### src/rtl/riscv_pkg.sv
// riscv_pkg: shared RV32 opcode/funct7 constants, issue-stage state type and instruction field helpers
package riscv_pkg;
  localparam logic [6:0] OPC_OP = 7'b0110011;
  localparam logic [6:0] OPC_OP_IMM = 7'b0010011;
  localparam logic [6:0] F7_BASE = 7'h00;
  localparam logic [6:0] F7_ALT = 7'h20;
  localparam logic [6:0] F7_MULDIV = 7'h01;
  typedef enum logic {EMPTY, HELD} issue_state_e;
  function automatic logic [6:0] opcode(input logic [31:0] i);
    return i[6:0];
  endfunction
  function automatic logic [4:0] rd_idx(input logic [31:0] i);
    return i[11:7];
  endfunction
  function automatic logic [2:0] funct3(input logic [31:0] i);
    return i[14:12];
  endfunction
  function automatic logic [4:0] rs1_idx(input logic [31:0] i);
    return i[19:15];
  endfunction
  function automatic logic [4:0] rs2_idx(input logic [31:0] i);
    return i[24:20];
  endfunction
  function automatic logic [6:0] funct7(input logic [31:0] i);
    return i[31:25];
  endfunction
  function automatic logic [31:0] imm_i(input logic [31:0] i);
    return {{20{i[31]}}, i[31:20]};
  endfunction
endpackage

### src/rtl/riscv_issue_stage_if.sv
// riscv_issue_stage_if: valid/ready instruction handoff from the upstream stage into the issue stage
interface riscv_issue_stage_if;
  logic in_valid;
  logic in_ready;
  logic [31:0] in_instr;
  modport master(output in_valid, output in_instr, input in_ready);
  modport slave(input in_valid, input in_instr, output in_ready);
endinterface

### src/rtl/riscv_regfile.sv
// riscv_regfile: REGS x 32 register file, two async read ports, one write port, x0 hardwired to zero
module riscv_regfile #(parameter int REGS = 32) (
  input logic clock,
  input logic reset,
  input logic [4:0] ra1,
  input logic [4:0] ra2,
  input logic [4:0] wa,
  input logic we,
  input logic [31:0] wd,
  output logic [31:0] rd1,
  output logic [31:0] rd2
);
  logic [31:0] mem [REGS];
  function automatic logic live(input logic [4:0] a);
    return a != 5'd0 && 32'(a) < 32'(REGS);
  endfunction
  always_ff @(posedge clock or posedge reset)
    if (reset) for (int r = 0; r < REGS; r++) mem[r] <= '0;
    else if (we && live(wa)) mem[wa] <= wd;
  assign rd1 = live(ra1) ? mem[ra1] : '0;
  assign rd2 = live(ra2) ? mem[ra2] : '0;
endmodule

### src/rtl/riscv_issue_stage.sv
// riscv_issue_stage: RV32IM execute-issue stage; holds one OP/OP-IMM instruction for the ALU, writes back and retires it
module riscv_issue_stage import riscv_pkg::*; #(parameter int REGS = 32) (
  input logic clock,
  input logic reset,
  riscv_issue_stage_if.slave in_if,
  output logic is_op_alu,
  output logic is_op_alu_imm,
  output logic [2:0] op_funct3,
  output logic [6:0] op_funct7,
  output logic [31:0] reg_s1,
  output logic [31:0] reg_s2,
  output logic [31:0] imm,
  input logic [31:0] rd_alu,
  input logic is_alu_wait,
  output logic retire_valid,
  output logic [4:0] retire_rd,
  output logic [31:0] retire_value,
  output logic retire_illegal,
  output logic [31:0] instret,
  output logic [31:0] stall_cycles
);
  issue_state_e state, state_nx;
  logic [31:0] ex_instr, rf_s1, rf_s2;
  logic [6:0] opc, f7;
  logic [2:0] f3;
  logic ex_valid, legal, active, retire_now, accept, we;
  function automatic logic reg_ok(input logic [4:0] r);
    return 32'(r) < 32'(REGS);
  endfunction
  assign opc = opcode(ex_instr);
  assign f3 = funct3(ex_instr);
  assign f7 = funct7(ex_instr);
  assign legal = opc == OPC_OP ? reg_ok(rd_idx(ex_instr)) && reg_ok(rs1_idx(ex_instr)) && reg_ok(rs2_idx(ex_instr))
                   && (f7 == F7_BASE || f7 == F7_MULDIV || (f7 == F7_ALT && (f3 == 3'd0 || f3 == 3'd5)))
               : opc == OPC_OP_IMM ? reg_ok(rd_idx(ex_instr)) && reg_ok(rs1_idx(ex_instr))
                   && (f3 == 3'd1 ? f7 == F7_BASE : f3 == 3'd5 ? (f7 == F7_BASE || f7 == F7_ALT) : 1'b1)
               : 1'b0;
  assign active = ex_valid && legal;
  assign is_op_alu = active && opc == OPC_OP;
  assign is_op_alu_imm = active && opc == OPC_OP_IMM;
  assign op_funct3 = active ? f3 : '0;
  assign op_funct7 = active ? f7 : '0;
  assign reg_s1 = active ? rf_s1 : '0;
  assign reg_s2 = active ? rf_s2 : '0;
  assign imm = active ? imm_i(ex_instr) : '0;
  assign we = retire_now && legal && rd_idx(ex_instr) != 5'd0;
  always_ff @(posedge clock or posedge reset)
    if (reset) state <= EMPTY;
    else state <= state_nx;
  // Illegal instructions never wait on the ALU; back-to-back accept happens on the retire edge.
  always_comb begin
    ex_valid = state == HELD;
    retire_now = ex_valid && (!legal || !is_alu_wait);
    in_if.in_ready = !ex_valid || retire_now;
    accept = in_if.in_valid && in_if.in_ready;
    state_nx = accept ? HELD : retire_now ? EMPTY : state;
  end
  always_ff @(posedge clock or posedge reset)
    if (reset) begin
      ex_instr <= '0;
      retire_valid <= 1'b0;
      retire_rd <= '0;
      retire_value <= '0;
      retire_illegal <= 1'b0;
      instret <= '0;
      stall_cycles <= '0;
    end else begin
      if (accept) ex_instr <= in_if.in_instr;
      retire_valid <= retire_now;
      retire_rd <= retire_now ? rd_idx(ex_instr) : '0;
      retire_value <= we ? rd_alu : '0;
      retire_illegal <= retire_now && !legal;
      instret <= instret + 32'(retire_now);
      stall_cycles <= stall_cycles + 32'(ex_valid && is_alu_wait);
    end
  riscv_regfile #(.REGS(REGS)) u_rf (
    .clock(clock),
    .reset(reset),
    .ra1(rs1_idx(ex_instr)),
    .ra2(rs2_idx(ex_instr)),
    .wa(rd_idx(ex_instr)),
    .we(we),
    .wd(rd_alu),
    .rd1(rf_s1),
    .rd2(rf_s2)
  );
endmodule
### src/flat_wrapper.sv
// flat-port wrapper written by rule: the top's interface ports become plain ports
module riscv_issue_stage_flat import riscv_pkg::*;
#(parameter int REGS = 32)
  (clock, reset, is_op_alu, is_op_alu_imm, op_funct3, op_funct7, reg_s1, reg_s2, imm, rd_alu, is_alu_wait, retire_valid, retire_rd, retire_value, retire_illegal, instret, stall_cycles, in_if_in_valid, in_if_in_instr, in_if_in_ready);
  riscv_issue_stage_if in_if_i ();
  input logic clock;
  input logic reset;
  output logic is_op_alu;
  output logic is_op_alu_imm;
  output logic [2:0] op_funct3;
  output logic [6:0] op_funct7;
  output logic [31:0] reg_s1;
  output logic [31:0] reg_s2;
  output logic [31:0] imm;
  input logic [31:0] rd_alu;
  input logic is_alu_wait;
  output logic retire_valid;
  output logic [4:0] retire_rd;
  output logic [31:0] retire_value;
  output logic retire_illegal;
  output logic [31:0] instret;
  output logic [31:0] stall_cycles;
  input wire logic [$bits(in_if_i.in_valid)-1:0] in_if_in_valid;
  input wire logic [$bits(in_if_i.in_instr)-1:0] in_if_in_instr;
  output wire logic [$bits(in_if_i.in_ready)-1:0] in_if_in_ready;
  assign in_if_i.in_valid = in_if_in_valid;
  assign in_if_i.in_instr = in_if_in_instr;
  assign in_if_in_ready = in_if_i.in_ready;
  riscv_issue_stage #(.REGS(REGS)) u_core (.clock(clock), .reset(reset), .in_if(in_if_i), .is_op_alu(is_op_alu), .is_op_alu_imm(is_op_alu_imm), .op_funct3(op_funct3), .op_funct7(op_funct7), .reg_s1(reg_s1), .reg_s2(reg_s2), .imm(imm), .rd_alu(rd_alu), .is_alu_wait(is_alu_wait), .retire_valid(retire_valid), .retire_rd(retire_rd), .retire_value(retire_value), .retire_illegal(retire_illegal), .instret(instret), .stall_cycles(stall_cycles));
endmodule
### config.mk
export PLATFORM = sky130hd
export DESIGN_NAME = riscv_issue_stage_flat
export DESIGN_NICKNAME = d
export VERILOG_FILES = /design/src/rtl/riscv_pkg.sv /design/src/rtl/riscv_issue_stage_if.sv /design/src/rtl/riscv_regfile.sv /design/src/rtl/riscv_issue_stage.sv /design/src/flat_wrapper.sv
export SDC_FILE = /design/constraint.sdc
export NUM_CORES = 2
export LEC_CHECK = 0
export ABC_AREA = 0
export BUFFER_PORTS_ARGS = -buffer_cell sky130_fd_sc_hd__buf_2
export CAP_MARGIN = 20
export CORE_MARGIN = 2
export CORE_UTILIZATION = 50
export CTS_BUF_LIST = sky130_fd_sc_hd__clkbuf_8
export CTS_CLUSTER_SIZE = 10
export DETAILED_ROUTE_END_ITERATION = 7
export PLACE_DENSITY = 0.74
export SYNTH_ARGS = -nofsm -noshare
export SYNTH_HDL_FRONTEND = slang
export SYNTH_SLANG_ARGS = --single-unit
### constraint.sdc
create_clock -name clock -period 66.5 [get_ports clock]
set_clock_uncertainty 0.05 [all_clocks]
set_input_delay 13.3 -clock clock [delete_from_list [all_inputs] [get_ports clock]]
set_output_delay 13.3 -clock clock [all_outputs]
set_load 0.05 [all_outputs]
# Word level (Yosys, flattened, before mapping)
# Cells that the tools add are included.
# Widths: inputs -> output; s select.
# word_totals
output_inout_bits	212
input_bits	68
regBits	1160
# op_classes
reduce_logical	27
magnitude_cmp	4
addsub	2
mux	24
eq_ne	6
bitwise_logic	3
# ops
cell	n
$bwmux 1024	1
$mux 32	11
$bmux 32 s5	2
$demux 32 s5	1
$add 32x1->32	2
$ge 6x6->1 const B	3
$not 5->6	3
$reduce_bool 5->1	3
$eq 7x6->1 const B	2
$logic_and 1x1->1	12
$eq 7x1->1 const B	1
$eq 7x5->1 const B	1
$logic_not 7->1	1
$mux 7	1
$logic_or 1x1->1	6
$lt 6x1->1 const B	1
$mux 1	6
$mux 5	1
$eq 3x1->1 const B	1
$eq 3x3->1 const B	1
$logic_not 1->1	3
$logic_not 3->1	1
$mux 3	1
$reduce_bool 2->1	1

# Depth between registers and ports, before layout
# logic_depth
depth_word	12
depth_mapped	12
depth_no_buf	11

# Cells and area by module
# From an unflattened synthesis, not the netlist that was laid out.
# hier_totals
cells_unflattened	4321
area_unflattened_um2	60908.4
# modules_own_cells
mod	instances	cells_each	area_per_inst_um2	seq_area_each_um2
riscv_regfile	1	3797	54659.9	25624.6
riscv_issue_stage	1	524	6248.5	3403.3

# Least setup slack after synthesis
# OpenSTA, ideal clock, no wires.
# synth_timing
path_kind	input -> output
from	in is_alu_wait
to	out in_if_in_ready
slack_ns	39.172
t_arrival_ns	13.978
path_stages	4
path_cell_list	clkbuf_1 > nand2_1 > inv_1 > nand2_1
# synth_via
elab_chain_cells	4
# synth_lines
element	line	rtl
start: declaration	flat_wrapper.sv:16	input logic is_alu_wait;
$logic_not 1->1	riscv_issue_stage.sv:53	retire_now = ex_valid && (!legal || !is_alu_wait);
$logic_or 1x1->1	riscv_issue_stage.sv:53	
$logic_and 1x1->1	riscv_issue_stage.sv:53	
$logic_or 1x1->1	riscv_issue_stage.sv:54	in_if.in_ready = !ex_valid || retire_now;
end: declaration	flat_wrapper.sv:25	output wire logic [$bits(in_if_i.in_ready)-1:0] in_if_in_ready;
# No other way between the ends.

# Worst setup path after layout
# Same ends and word-level chain as after synthesis.

==> metrics.md <==
| Metric | Value |
|---|---|
| Grt met2 use | 45.45% |
| Postcts setup bufs | 0 |
| Slew Limit Fails | 0 |
| Die extent in y | 351.9 µm |
| Syn Inst Count | 4000 |
| Post-DP HPWL | 98620 µm |
| Number of H-tree levels | 4 |
| M1 GR Usage | 38.19% |
| First-pass GRT wire length | between 200000 and 300000 µm |
| Critical path class | input port to output pin |
| Worst path slowest cell | buf_2 |
| Hold slack | 344.5 ps |
| GRT Overall Usage | 28.52% |
| Row count | 127 |
| Nature of the critical path endpoint | output pin |
| Post-Syn Area | 0.06051 mm² |
| Largest net degree at the start of global routing | 126 |
| Util after Layout | 55.81% |
| Worst Path Arrival | 14460 ps |
| DR WL/cell | 29.63 µm |
| Clock Latency Late Sink | between 800 and 900 ps |
| IO Pins | 280 |
| Number of synthesized flops with an enable pin | 0 |
| Initial Utilization | 50.43% |
| Syn-to-layout area delta | 10.66% |
| Hold-fix buffers, CTS | 0 |
| Max-slew headroom | 29.46% |
| Fin nets | 4175 |
| Gpl congestion | roughly 0.82 |
| Worst-path cell chain | buf_2 -> nand2_1 -> inv_1 -> nand2_1 -> buf_2 |
| Clock transition at path regs | approximately 60 ps |
| Final TNS setup | 0 ps |
| Number of global-route vias before repair | 39050 |
| Core Box Area | 0.1200 mm² |
| Clock sinks | roughly 1200 |
| Synthesized area per cell | 15.13 µm² |
| # DRC | 0 |
| Netlist cell types | 54 |
| Leakage power | ~0.032 µW |
| RSZ-0062 raised after global routing | no |
| Total wire length | 173800 µm |
| Remaining antenna violation count | 0 |
| Slowest cell delay on critical path | approximately 470 ps |
| Seq/Total Area, Yosys | 47.98% |
| Async set-reset flop share out of synthesis | 100.0% |
| Via density | 6.520 |
| Syn_nets | 4072 |
| Yosys warns | 0 |
| Synth Register Bits | 1160 |
| TritonCTS clock tree | yes |
| Chip Width | approximately 350 µm |
| Worst vdd ir | 0.00001638 V |
| Share of cells above drive strength 1 | 53.47% |
| Number of max-cap violations | 0 |
| Main synth FF type | dfrtp_1 |
| Min Tclk post-route | 27810 ps |
| Die area | 0.1238 mm² |
| CP Max Fanout | 30 |
| Critical Path RT | between 50000 and 60000 ps |
| Via count | 38244 |
| M3 GR Usage | roughly 6.3% |
| Tot Pwr | 1538 µW |
| Max Freq | roughly 36 MHz |
| Status | complete, no violations |
| Post-CTS sizing | 0 |
| GRT overflow | 0 |
| DR iter-0 viols | 3877 |
| Hold crit path type | flop to flop |
| Final setup viols | 0 |
| Input/output buffers | ~280 |
| Least-Margin Pin Slew | 1058 ps |
| CTS Buffer Depth | 3 |
| Final Cycle Share | between 40% and 50% |
| Most Crowded Layer GR | met2 |
| CTS buffer count | roughly 190 |
| Pwr dens | 22.96 mW/mm² |
| Antenna violations before repair | 16 |
| Pre-Repair DR Iteration Count | 5 |
| Hold Vio Cnt, Final | 0 |
| CTS root buffer | clkbuf_8 |
| Crit path launch type | input port |
## metrics by stage
step / cells / setup slack (ps) / area (µm²)
3_3_place_gp: 5525 / 38580 / 63000
5_1_grt: 5864 / 38590 / 66950
6_report: 5866 / 38690 / 66960
4_1_cts: 5862 / 38670 / 66940
3_5_place_dp: 5526 / 38660 / 63010
2_1_floorplan: 4000 / 20480 / 60510
## critical path: cells and delay by family
family | cells | cell delay (ps)
buffers and inverters | 3 | 840
and+or+nand+nor | 2 | 300
## sequential cells by signal (all words and copies together), names as in the netlist
| name | count |
|---|---|
| u_core.retire_illegal | 1 |
| u_core.ex_instr | 32 |
| u_core.retire_valid | 1 |
| u_core.retire_rd | 5 |
| u_core.retire_value | 32 |
| u_core.stall_cycles | 32 |
| u_core.instret | 32 |
| u_core.ex_valid | 1 |
| u_core.u_rf.mem | 1024 |
## where the power goes
part,switching (µW),internal [µW]
clock,294,348
sequential,16.2,715
combinational,110,54.0
total,420,1120
## cells in the final DEF (no fill, tap or decap), types with 30 or more instances in the layout
master / Yosys / final
dfrtp_1: 1160 / 1151
mux2_2: 1022 / 1022
mux4_2: 535 / 535
buf_2: 123 / 279
clkbuf_8: 0 / 252
mux2i_1: 132 / 132
inv_1: 69 / 112
buf_4: 33 / 85
nand2_1: 65 / 65
a221oi_1: 65 / 65
and2_1: 56 / 55
nor2_1: 50 / 49
nand2b_1: 38 / 38
a21oi_1: 39 / 38
xnor2_1: 34 / 34
o21a_1: 32 / 32
o221ai_1: 32 / 32
o22ai_1: 30 / 30
## layer usage
metal	up-vias	wire length (µm)
li1	15502	-
met1	20635	69700
met2	1693	83410
met3	394	13650
met4	20	6905
met5	-	128
## worst paths after layout
kind / from / cells after the start / end / slack (ps)
min in group asynchronous: reset / 2 / u_core.stall_cycles[24]$_DFF_PP0_ / 12520
max in group asynchronous: reset / 6 / u_core.u_rf.mem[8]$_DFFE_PP0P_ / 49900
max reg2reg: u_core.ex_instr[5]$_DFFE_PP0P_ / 12 / u_core.instret[30]$_DFF_PP0_ / 62590
max: is_alu_wait / 5 / in_if_in_ready / 38690
min reg2reg: u_core.u_rf.mem[1020]$_DFFE_PP0P_ / 0 / u_core.u_rf.mem[1020]$_DFFE_PP0P_ / 340
min: u_core.u_rf.mem[1020]$_DFFE_PP0P_ / 0 / u_core.u_rf.mem[1020]$_DFFE_PP0P_ / 340
## cells in the mapped netlist, types with 22 or more instances
cell type / number / area share (%)
a21oi_1: 39 / 0.32
a221oi_1: 65 / 0.94
and2_1: 56 / 0.58
buf_1: 38 / 0.24
buf_2: 123 / 1.0
buf_4: 33 / 0.41
clkbuf_1: 261 / 1.6
dfrtp_1: 1160 / 48
inv_1: 69 / 0.43
mux2_2: 1022 / 19
mux2i_1: 132 / 2.2
mux4_2: 535 / 20
nand2_1: 65 / 0.40
nand2b_1: 38 / 0.39
nand3_1: 22 / 0.18
nand4b_2: 25 / 0.62
nor2_1: 50 / 0.31
o21a_1: 32 / 0.40
o221ai_1: 32 / 0.46
o22ai_1: 30 / 0.31
xnor2_1: 34 / 0.49
xor2_1: 27 / 0.39
## area by class of cell
cell class                 count  area, µm²
fill                        9480      53010
multi-input combinational   2315      29540
sequential                  1160      29050
clock buffer                 252       3468
timing repair buffer         370       2137
tap                         1612       2017
clock inverter                84      461.7
inverter                      70      275.3
antenna                        3      7.507
## cell families (layout without fill, tap and decap cells)
family | after synthesis | in the layout | synth area share (%)
compound gates | 221 | 221 | 2.748
xor+xnor | 61 | 61 | 0.8830
fa+ha+maj | 4 | 4 | 0.08272
buf+inv | 525 | 776 | 3.716
flops | 1160 | 1160 | 47.98
mux | 1693 | 1693 | 41.19
other cells | 0 | 3 | 0
simple gates | 336 | 336 | 3.402
(Power assumes the default switching activity.)
